<file path="config.mk">
export PLATFORM = sky130hd
export DESIGN_NAME = uart_rx_majority_sampler_flat
export DESIGN_NICKNAME = d
export VERILOG_FILES = /design/src/rtl/uart_rx_majority_sampler_if.sv /design/src/rtl/uart_rx_majority_sampler.sv /design/src/flat_wrapper.sv
export SDC_FILE = /design/constraint.sdc
export NUM_CORES = 1
export LEC_CHECK = 0
export BUFFER_PORTS_ARGS = -buffer_cell sky130_fd_sc_hd__buf_2
export CORE_MARGIN = 5
export CORE_UTILIZATION = 30
export DETAILED_ROUTE_END_ITERATION = 16
export PLACE_DENSITY = 0.49
export SYNTH_ARGS = -nofsm -noshare
export SYNTH_HDL_FRONTEND = slang
export SYNTH_SLANG_ARGS = --single-unit
export TNS_END_PERCENT = 5
</file>
<file path="constraint.sdc">
create_clock -name CLK -period 7.3 [get_ports CLK]
set_input_delay 1.825 -clock CLK [delete_from_list [all_inputs] [get_ports CLK]]
set_output_delay 1.825 -clock CLK [all_outputs]
set_load 0.05 [all_outputs]
</file>
<file path="src/rtl/uart_rx_majority_sampler_if.sv">
// ---------------------------------------------------------------------------
// uart_rx_majority_sampler_if
//
// Purpose : bundles the sampling-side signals of the UART RX majority
//           sampler so that the edge/bit counter, the RX FSM and the sampler
//           share one connection point.
//
// Handshake: Sample_Valid is a one-cycle strobe with no ready/backpressure.
//            When Sample_Valid is 1 on a rising CLK edge, Sampled_Bit (and
//            Noise_Err) carry the freshly voted bit; the consumer must take
//            it in that cycle because there is no way to stall the sampler.
//
// Signals (direction given from the sampler / slave side):
//   Data_samp_en   in   sampling enable from the RX FSM
//   RX_IN          in   serial line, already synchronised
//   Prescale       in   oversampling ratio (even, static while enabled)
//   edge_count     in   current oversample index 0..Prescale-1
//   Sampled_Bit    out  voted bit, registered
//   Sample_Valid   out  one-cycle pulse: Sampled_Bit updated this cycle
//   Noise_Err      out  last vote was not unanimous (0 when feature is off)
//   samp_state_dbg out  sampler FSM state: 0 = IDLE, 1 = COLLECT
//
// Modports:
//   master : the side that drives enable/line/counter and reads the result
//   slave  : the sampler itself
// ---------------------------------------------------------------------------
interface uart_rx_majority_sampler_if #(
  parameter int PRESCALE_W = 6
);
  logic                  Data_samp_en;
  logic                  RX_IN;
  logic [PRESCALE_W-1:0] Prescale;
  logic [PRESCALE_W-1:0] edge_count;
  logic                  Sampled_Bit;
  logic                  Sample_Valid;
  logic                  Noise_Err;
  logic                  samp_state_dbg;

  modport master (
    output Data_samp_en,
    output RX_IN,
    output Prescale,
    output edge_count,
    input  Sampled_Bit,
    input  Sample_Valid,
    input  Noise_Err,
    input  samp_state_dbg
  );

  modport slave (
    input  Data_samp_en,
    input  RX_IN,
    input  Prescale,
    input  edge_count,
    output Sampled_Bit,
    output Sample_Valid,
    output Noise_Err,
    output samp_state_dbg
  );
endinterface

</file>
<file path="src/rtl/uart_rx_majority_sampler.sv">
// ---------------------------------------------------------------------------
// uart_rx_majority_sampler
//
// Purpose : UART RX oversampling bit sampler. Within each bit period it takes
//           NUM_SAMPLES consecutive samples of RX_IN centred on Prescale/2
//           and emits the majority-voted bit with a one-cycle valid strobe.
//           Sits between the RX edge/bit counter and the RX FSM /
//           deserializer / start and parity checkers.
//
// Parameters:
//   PRESCALE_W   width of Prescale and edge_count
//   NUM_SAMPLES  samples per bit; odd, 1..7 (elaboration error otherwise)
//
// Ports:
//   CLK  in  clock, all logic on the rising edge
//   RST  in  asynchronous, active-low reset
//   bus  slave modport of uart_rx_majority_sampler_if:
//        Data_samp_en, RX_IN, Prescale, edge_count  (inputs)
//        Sampled_Bit, Sample_Valid, Noise_Err, samp_state_dbg (outputs)
//
// Configuration macro:
//   UART_RX_SAMP_NOISE_FLAG_EN
//     defined   : Noise_Err is registered with every vote and is 1 when the
//                 samples of that vote were not unanimous; it holds until
//                 the next vote or a clear.
//     undefined : Noise_Err is tied to 0 and no unanimity logic exists.
//
// Operation:
//   Window FIRST = Prescale/2 - HALF .. LAST = Prescale/2 + HALF, with
//   HALF = (NUM_SAMPLES-1)/2. The window is only accepted when edge_count
//   walks through it one step per cycle; any skip or restart aborts the bit
//   silently. The vote is registered on the edge that takes the final
//   sample, so Sample_Valid is seen the cycle after edge_count == LAST.
//   When Prescale < NUM_SAMPLES+1 the window would not fit in the period,
//   so a single sample is taken at Prescale/2 instead.
// ---------------------------------------------------------------------------
module uart_rx_majority_sampler #(
  parameter int PRESCALE_W  = 6,
  parameter int NUM_SAMPLES = 3
) (
  input  logic                        CLK,
  input  logic                        RST,
  uart_rx_majority_sampler_if.slave   bus
);

  // -------------------------------------------------------------------------
  // Parameter checks and derived constants
  // -------------------------------------------------------------------------
  generate
    if ((NUM_SAMPLES < 1) || (NUM_SAMPLES > 7) || ((NUM_SAMPLES % 2) == 0)) begin : g_bad_num_samples
      $error("uart_rx_majority_sampler: NUM_SAMPLES must be odd and in 1..7");
    end
  endgenerate

  localparam int HALF = (NUM_SAMPLES - 1) / 2;
  // Counter width for both the ones count and the sample index.
  localparam int CW   = $clog2(NUM_SAMPLES + 1);
  // One extra bit on window arithmetic keeps FIRST/LAST/expected index from
  // wrapping for any legal Prescale.
  localparam int XW   = PRESCALE_W + 1;

  localparam logic [CW-1:0] HALF_C = CW'(HALF);
  localparam logic [XW-1:0] HALF_X = XW'(HALF);
  localparam logic [XW-1:0] NP1_X  = XW'(NUM_SAMPLES + 1);
`ifdef UART_RX_SAMP_NOISE_FLAG_EN
  localparam logic [CW-1:0] N_C    = CW'(NUM_SAMPLES);
`endif

  // -------------------------------------------------------------------------
  // State
  // -------------------------------------------------------------------------
  typedef enum logic {
    S_IDLE    = 1'b0,
    S_COLLECT = 1'b1
  } state_t;

  state_t          state_q, state_d;
  logic [CW-1:0]   ones_q,  ones_d;
  logic [CW-1:0]   idx_q,   idx_d;
  logic            bit_q,   bit_d;
  logic            valid_q, valid_d;
`ifdef UART_RX_SAMP_NOISE_FLAG_EN
  logic            noise_q, noise_d;
`endif

  // -------------------------------------------------------------------------
  // Window geometry
  // -------------------------------------------------------------------------
  logic [XW-1:0] p_x;
  logic [XW-1:0] mid_x;
  logic [XW-1:0] first_x;
  logic [XW-1:0] last_x;
  logic [XW-1:0] edge_x;
  logic [XW-1:0] expect_x;
  logic          degenerate;
  logic [CW-1:0] rx_c;
  logic [CW-1:0] ones_sum;

  always_comb begin
    p_x        = {1'b0, bus.Prescale};
    mid_x      = p_x >> 1;
    first_x    = mid_x - HALF_X;
    last_x     = mid_x + HALF_X;
    edge_x     = {1'b0, bus.edge_count};
    // Edge index the next sample of the current window must arrive on.
    expect_x   = first_x + XW'(idx_q);
    degenerate = (p_x < NP1_X);
    rx_c       = CW'(bus.RX_IN);
    ones_sum   = ones_q + rx_c;
  end

  // -------------------------------------------------------------------------
  // Next-state / output logic
  // -------------------------------------------------------------------------
  logic          vote;
  logic [CW-1:0] vote_ones;

  always_comb begin
    state_d   = state_q;
    ones_d    = ones_q;
    idx_d     = idx_q;
    bit_d     = bit_q;
    valid_d   = 1'b0;
`ifdef UART_RX_SAMP_NOISE_FLAG_EN
    noise_d   = noise_q;
`endif
    vote      = 1'b0;
    vote_ones = '0;

    if (!bus.Data_samp_en) begin
      // Synchronous clear; also wins over a vote on the LAST-sample cycle.
      state_d = S_IDLE;
      ones_d  = '0;
      idx_d   = '0;
      bit_d   = 1'b0;
`ifdef UART_RX_SAMP_NOISE_FLAG_EN
      noise_d = 1'b0;
`endif
    end else begin
      unique case (state_q)
        S_IDLE: begin
          if (degenerate) begin
            // Period too short for the window: single sample at the centre.
            if (edge_x == mid_x) begin
              valid_d = 1'b1;
              bit_d   = bus.RX_IN;
`ifdef UART_RX_SAMP_NOISE_FLAG_EN
              noise_d = 1'b0;
`endif
            end
          end else if (edge_x == first_x) begin
            if (NUM_SAMPLES == 1) begin
              vote      = 1'b1;
              vote_ones = rx_c;
            end else begin
              ones_d  = rx_c;
              idx_d   = CW'(1);
              state_d = S_COLLECT;
            end
          end
        end

        S_COLLECT: begin
          // A Prescale change into the degenerate range mid-window is
          // treated like any other broken window.
          if (!degenerate && (edge_x == expect_x)) begin
            if (edge_x == last_x) begin
              vote      = 1'b1;
              vote_ones = ones_sum;
              state_d   = S_IDLE;
              ones_d    = '0;
              idx_d     = '0;
            end else begin
              ones_d = ones_sum;
              idx_d  = idx_q + CW'(1);
            end
          end else begin
            // edge_count skipped or restarted: drop the partial bit.
            state_d = S_IDLE;
            ones_d  = '0;
            idx_d   = '0;
          end
        end

        default: begin
          state_d = S_IDLE;
          ones_d  = '0;
          idx_d   = '0;
        end
      endcase

      if (vote) begin
        valid_d = 1'b1;
        bit_d   = (vote_ones > HALF_C);
`ifdef UART_RX_SAMP_NOISE_FLAG_EN
        noise_d = (vote_ones != '0) && (vote_ones != N_C);
`endif
      end
    end
  end

  // -------------------------------------------------------------------------
  // Registers
  // -------------------------------------------------------------------------
  always_ff @(posedge CLK or negedge RST) begin
    if (!RST) begin
      state_q <= S_IDLE;
      ones_q  <= '0;
      idx_q   <= '0;
      bit_q   <= 1'b0;
      valid_q <= 1'b0;
    end else begin
      state_q <= state_d;
      ones_q  <= ones_d;
      idx_q   <= idx_d;
      bit_q   <= bit_d;
      valid_q <= valid_d;
    end
  end

`ifdef UART_RX_SAMP_NOISE_FLAG_EN
  always_ff @(posedge CLK or negedge RST) begin
    if (!RST) begin
      noise_q <= 1'b0;
    end else begin
      noise_q <= noise_d;
    end
  end

  assign bus.Noise_Err = noise_q;
`else
  assign bus.Noise_Err = 1'b0;
`endif

  assign bus.Sampled_Bit    = bit_q;
  assign bus.Sample_Valid   = valid_q;
  assign bus.samp_state_dbg = (state_q == S_COLLECT);

endmodule

</file>
<file path="src/flat_wrapper.sv">
// flat-port wrapper written by rule: the top's interface ports become plain ports
module uart_rx_majority_sampler_flat 
#(
  parameter int PRESCALE_W  = 6,
  parameter int NUM_SAMPLES = 3
)
  (CLK, RST, bus_Data_samp_en, bus_RX_IN, bus_Prescale, bus_edge_count, bus_Sampled_Bit, bus_Sample_Valid, bus_Noise_Err, bus_samp_state_dbg);
  uart_rx_majority_sampler_if #(.PRESCALE_W(PRESCALE_W)) bus_i ();
  input  logic CLK;
  input  logic RST;
  input wire logic [$bits(bus_i.Data_samp_en)-1:0] bus_Data_samp_en;
  input wire logic [$bits(bus_i.RX_IN)-1:0] bus_RX_IN;
  input wire logic [$bits(bus_i.Prescale)-1:0] bus_Prescale;
  input wire logic [$bits(bus_i.edge_count)-1:0] bus_edge_count;
  output wire logic [$bits(bus_i.Sampled_Bit)-1:0] bus_Sampled_Bit;
  output wire logic [$bits(bus_i.Sample_Valid)-1:0] bus_Sample_Valid;
  output wire logic [$bits(bus_i.Noise_Err)-1:0] bus_Noise_Err;
  output wire logic [$bits(bus_i.samp_state_dbg)-1:0] bus_samp_state_dbg;
  assign bus_i.Data_samp_en = bus_Data_samp_en;
  assign bus_i.RX_IN = bus_RX_IN;
  assign bus_i.Prescale = bus_Prescale;
  assign bus_i.edge_count = bus_edge_count;
  assign bus_Sampled_Bit = bus_i.Sampled_Bit;
  assign bus_Sample_Valid = bus_i.Sample_Valid;
  assign bus_Noise_Err = bus_i.Noise_Err;
  assign bus_samp_state_dbg = bus_i.samp_state_dbg;
  uart_rx_majority_sampler #(.PRESCALE_W(PRESCALE_W), .NUM_SAMPLES(NUM_SAMPLES)) u_core (.CLK(CLK), .RST(RST), .bus(bus_i));
endmodule
</file>
# Yosys cells after proc, flatten, opt, wreduce, memory -nomap -nowiden
# Cells that the tools add are included.
# Widths: inputs -> output; s select.
# totals
output_inout_bits	4
ff_bits	7
input_bits	16
elab_cells	62
# classes
n_eq_ne	9
addsub	5
n_reduce_logical	4
magnitude_cmp	2
n_mux	36
n_bitwise	1
# ops
op	n
$mux 2	14
$eq 6x7->1	3
$mux 1	19
$pmux 2 s2	2
$add 7x2->7	1
$add 5x1->6 const B	1
$eq 6x5->1	1
$lt 6x3->1 const B	1
$ne 3x1->1 const B	2
$ne 3x3->1 const B	2
$sub 5x1->6 const B	1
$ne 3x2->1 const B	1
$reduce_and 3->1	1
$add 2x1->2	1
$add 2x1->2 const B	1
$gt 2x1->1 const B	1
$pmux 1 s2	1
$reduce_and 2->1	1
$logic_and 1x1->1	1
$logic_not 1->1	1
$not 1->1	1

# Depth between registers and ports, before layout
# logic_depth
depth_word	10
ltp_mapped	11

# Least setup slack after synthesis
# Ideal clock, no wire load.
# synth_timing
kind	input port to flip-flop
startpoint	input port bus_Prescale[1]
endpoint	register u_core.bit_q, in the netlist u_core.bus.Sampled_Bit
path_slack_ps	3094
setup_time_ps	127
path_buffers	0
cell_stages	9
t_arrival_ps	4078
cell_sequence	inv_1 -> ha_1 -> fa_1 -> or3_1 -> nand4_2 -> nand4_2 -> or4_4 -> nor2_1 -> a211oi_2
# synth_between
elab_chain_len	10
# synth_rtl
item	line_no	source
start, declared	flat_wrapper.sv:13	input wire logic [$bits(bus_i.Prescale)-1:0] bus_Prescale;
$sub 5x1->6	uart_rx_majority_sampler.sv:102	first_x = mid_x - HALF_X;
$add 7x2->7	uart_rx_majority_sampler.sv:106	expect_x = first_x + XW'(idx_q);
$eq 6x7->1	uart_rx_majority_sampler.sv:166	if (!degenerate && (edge_x == expect_x)) begin
$logic_and 1x1->1	uart_rx_majority_sampler.sv:166	
$mux 2	uart_rx_majority_sampler.sv:166	
$mux 2	uart_rx_majority_sampler.sv:140	unique case (state_q)
$mux 2	uart_rx_majority_sampler.sv:130	if (!bus.Data_samp_en) begin
$gt 2x1->1	uart_rx_majority_sampler.sv:194	bit_d = (vote_ones > HALF_C);
$mux 1	uart_rx_majority_sampler.sv:192	if (vote) begin
$mux 1	uart_rx_majority_sampler.sv:130	
end signal, assigned	uart_rx_majority_sampler.sv:216	bit_q <= bit_d;
end, declared	uart_rx_majority_sampler.sv:80	logic bit_q, bit_d;
# Parallel ways exist; a longest one is shown, timed or not. The select of a mux whose other input is x is not followed.
# A chain may end at the register's enable or synchronous reset.

# Final worst setup path
# layout_timing
startpoint	input port bus_Prescale[1]
endpoint	register u_core.idx_q[0]
# layout_between
elab_chain_len	7
# layout_rtl
item	line_no	source
$sub 5x1->6	uart_rx_majority_sampler.sv:102	
$add 7x2->7	uart_rx_majority_sampler.sv:106	
$eq 6x7->1	uart_rx_majority_sampler.sv:166	
$logic_and 1x1->1	uart_rx_majority_sampler.sv:166	
$mux 2	uart_rx_majority_sampler.sv:166	
$pmux 2 s2	uart_rx_majority_sampler.sv:140	
$mux 2	uart_rx_majority_sampler.sv:130	
end signal, assigned	uart_rx_majority_sampler.sv:215	idx_q <= idx_d;
end, declared	uart_rx_majority_sampler.sv:79	logic [CW-1:0] idx_q, idx_d;
# Parallel ways exist; a longest one is shown, timed or not.

==> flow_summary.yaml <==
logic_synthesis:
  synthDistinctLibCells: 46
  yosys.area.top_type: "dfrtp_1"
  syn-cell-area_um2: 1000
  synth_fp_nets: 141
  synth-seq-cells: 7
  async_reset_ff_share_pct: 100
  ys_warn_count: 0
  synth.avg_cell_area_um2: 8.44
  synth-edff-count: 0
  yosysSeqAreaShare_pct: 17.4
  synth_area_leaders: "dfrtp_1, xnor2_1, ha_1"
  synthFlopType: "dfrtp_1"
  postSynthCellCount: 119
  synth_top_area_share_pct: 17.4
critical_path:
  crit_buf_inv: 2
  crit_chain: "buf_2, inv_1, ha_1, fa_1, or3_1, nand4_1, nand4_2, nor4_2, a21oi_1, a211oi_2"
  crit_family: "simple AND/OR/NAND/NOR gates"
  required_ns: 7.47
  rr_startpoint: "u_core.idx_q[0]$_DFFE_PN0P_"
  critPathKind: "in -> reg"
  crit_slowest_cell: "nor4_2"
  r2r_cells: 9
  end_kind: "register"
  critPathLaunchType: "input pin"
  cp_max_fo: 7
  r2r-end: "u_core.idx_q[0]$_DFFE_PN0P_"
  max_stage_delay_ns: 0.52
  r2r_slack_ns: 4.57
  arrival_ns: 4.61
power_and_ir_drop:
  leakage_nw: 0.469
  pwr_density_cell_nw_per_um2: 104
  max-vdd-ir-drop_mv: 0.0874
clocking:
  clk_pin_slew_ns: 0.05
  cts_resized: 0
  ctsRootBufferMaster: "clkbuf_4"
  clkLatencyLatePin_ns: 0.25
  numCtsBuffers: 3
  post_cts_buffers: 0
  cts.sinks: 7
  cts-hold-fix-buffers: 0
  clockBufferDepth: 2
  htreeDepth: 1
  cts_tree: "done"
hold_path:
  whs_endpoint: "u_core.ones_q[1]$_DFFE_PN0P_"
  holdPathStages: 2
  hold_class: "reg -> reg"
  hold_path_startpoint: "u_core.ones_q[1]$_DFFE_PN0P_"
global_route:
  grt_antenna_before_repair: 0
  grt_overflow: 0
  grt_pass1_wl_um: 4130
  grt_max_degree: 14
  grt_use_total_pct: 11.8
  first_global_vias: 923
floorplanning:
  die_y_um: 67.9
  core-area_um2: 3280
  dieArea_um2: 4610
  io_pins: 20
  die_w_um: 67.9
  initial_utilization_pct: 30.6
  rows: 21
layout:
  mostFrequentLayoutCells: "buf_2, nor2_1, xnor2_1"
  fin_nets: 158
  final_cell_count_no_fill: 181
  drive_above_1_share_pct: 23.7
  nFillCells: 347
  layout_commonest_cell: "buf_2"
  diodes: 0
  fin_area_um2: 1130
  synthToLayoutAreaGrowth_pct: 12.7
routing:
  via_per_inst: 5.02
  drt-initial-drc-count: 51
  wire_per_inst_um: 13.3
  dr.pass1.iters: 4
  antenna_left: 0
  drc: 0
  routed_wl_um: 2400
  dr_total_vias: 908
sta:
  setup_tns_ns: 0
  rsz0062_at_grt: "false"
  timing.hold.ws_ns: 0.535
  finalHoldViolations: 0
  skew_ns: 0.00222
  post-route-period-util_pct: 60.8
  max_freq_ghz: 0.225
  tightestPinTransition_ns: 0.519
  drv_slew: 0
  finalWorstPathRequiredPeriod_ns: 4.44
  setup_violations: 0
  relSlewSlack_pct: 65.1
placed_design:
  numPortBuffers: 17
  gp_congestion: 0.789
  placed_area_um2: 1110
  hpwlAfterDp_um: 1970
  place_inst: 177
run:
  drv_cap: 0
status:
  outcome: "completed"
## metal layers
layer	share of wire, %	vias up	global-route usage [%]
met3	4.3	6	0.985
met1	47	413	14.4
met2	47	18	20.8
li1	-	471	-
met4	1.4	0	5.71
met5	0	-	0
## tightest hold or removal path, stage by stage (launching register included)
cell and delay [ns]:
dfrtp_1 0.35, a32oi_1 0.06, nor2_1 0.09
## power by group
part           switching (mW)  internal (mW)  leakage [nW]
clock                  0.0141         0.0208        0.0150
combinational          0.0256         0.0171         0.356
sequential           0.000445         0.0392        0.0977
## state kept, by name, summed over array words and instances (netlist names)
signal and cells:
u_core.bus.Sampled_Bit 1, u_core.bus.Sample_Valid 1, u_core.bus.samp_state_dbg 1, u_core.idx_q 2, u_core.ones_q 2
## cell usage after synthesis, types with 2 or more instances
| library cell | number |
|---|---|
| o2111ai_1 | 2 |
| nor3b_1 | 2 |
| nand4_1 | 3 |
| nand3_1 | 2 |
| or3_1 | 2 |
| nor2b_1 | 3 |
| xnor2_1 | 11 |
| a211oi_2 | 3 |
| buf_6 | 2 |
| inv_1 | 10 |
| a21oi_1 | 7 |
| o21ai_0 | 3 |
| nor4_2 | 2 |
| nor2_1 | 11 |
| nor4_1 | 3 |
| buf_4 | 2 |
| o211a_1 | 2 |
| ha_1 | 5 |
| nand4_2 | 2 |
| xor2_1 | 4 |
| nor3_1 | 3 |
| dfrtp_1 | 7 |
| nand2_1 | 5 |
## cell type report
cell class,instances,area [um2],share of cell area (%)
Multi-Input combinational cell,97,751,66.3
Timing Repair Buffer,17,85.1,7.51
Sequential cell,7,175,15.5
Inverter,10,37.5,3.31
Clock buffer,4,26.3,2.32
Tap cell,46,57.6,5.08
## worst max-delay path by stage
stage                         start                                  to  slack (ns)  cells after the start
floorplan           bus_Prescale[1]  u_core.bus.Sampled_Bit$_DFFE_PN0P_        3.09                      9
CTS                 bus_Prescale[1]         u_core.idx_q[0]$_DFFE_PN0P_        2.83                     10
finish              bus_Prescale[1]         u_core.idx_q[0]$_DFFE_PN0P_        2.86                     10
global placement    bus_Prescale[1]         u_core.idx_q[0]$_DFFE_PN0P_        2.61                     10
detailed placement  bus_Prescale[1]         u_core.idx_q[0]$_DFFE_PN0P_        2.58                     10
global route        bus_Prescale[1]         u_core.idx_q[0]$_DFFE_PN0P_        2.64                     10
## per-stage QoR
| stage | total power, mW | utilization [%] | worst slack [ns] |
|---|---|---|---|
| floorplan | 0.0717 | - | 3.09 |
| global placement | 0.0823 | 33.7 | 2.61 |
| detailed placement | 0.0830 | 33.7 | 2.58 |
| CTS | 0.120 | 34.5 | 2.83 |
| global route | 0.127 | 34.5 | 2.64 |
| finish | 0.117 | 34.5 | 2.86 |
## kinds of logic (layout without fill, tap and decap cells)
family / count (synthesis) / after routing / share of synthesized area [%]
compound gates: 25 / 25 / 19.4
xor+xnor: 15 / 15 / 13.1
fa+ha+maj: 6 / 6 / 8.22
buf+inv: 15 / 31 / 7.85
flops: 7 / 7 / 17.4
mux: 2 / 2 / 2.12
other cells: 1 / 1 / 0.373
simple gates: 48 / 48 / 31.5
No activity file was read; power rests on OpenSTA's default activity.
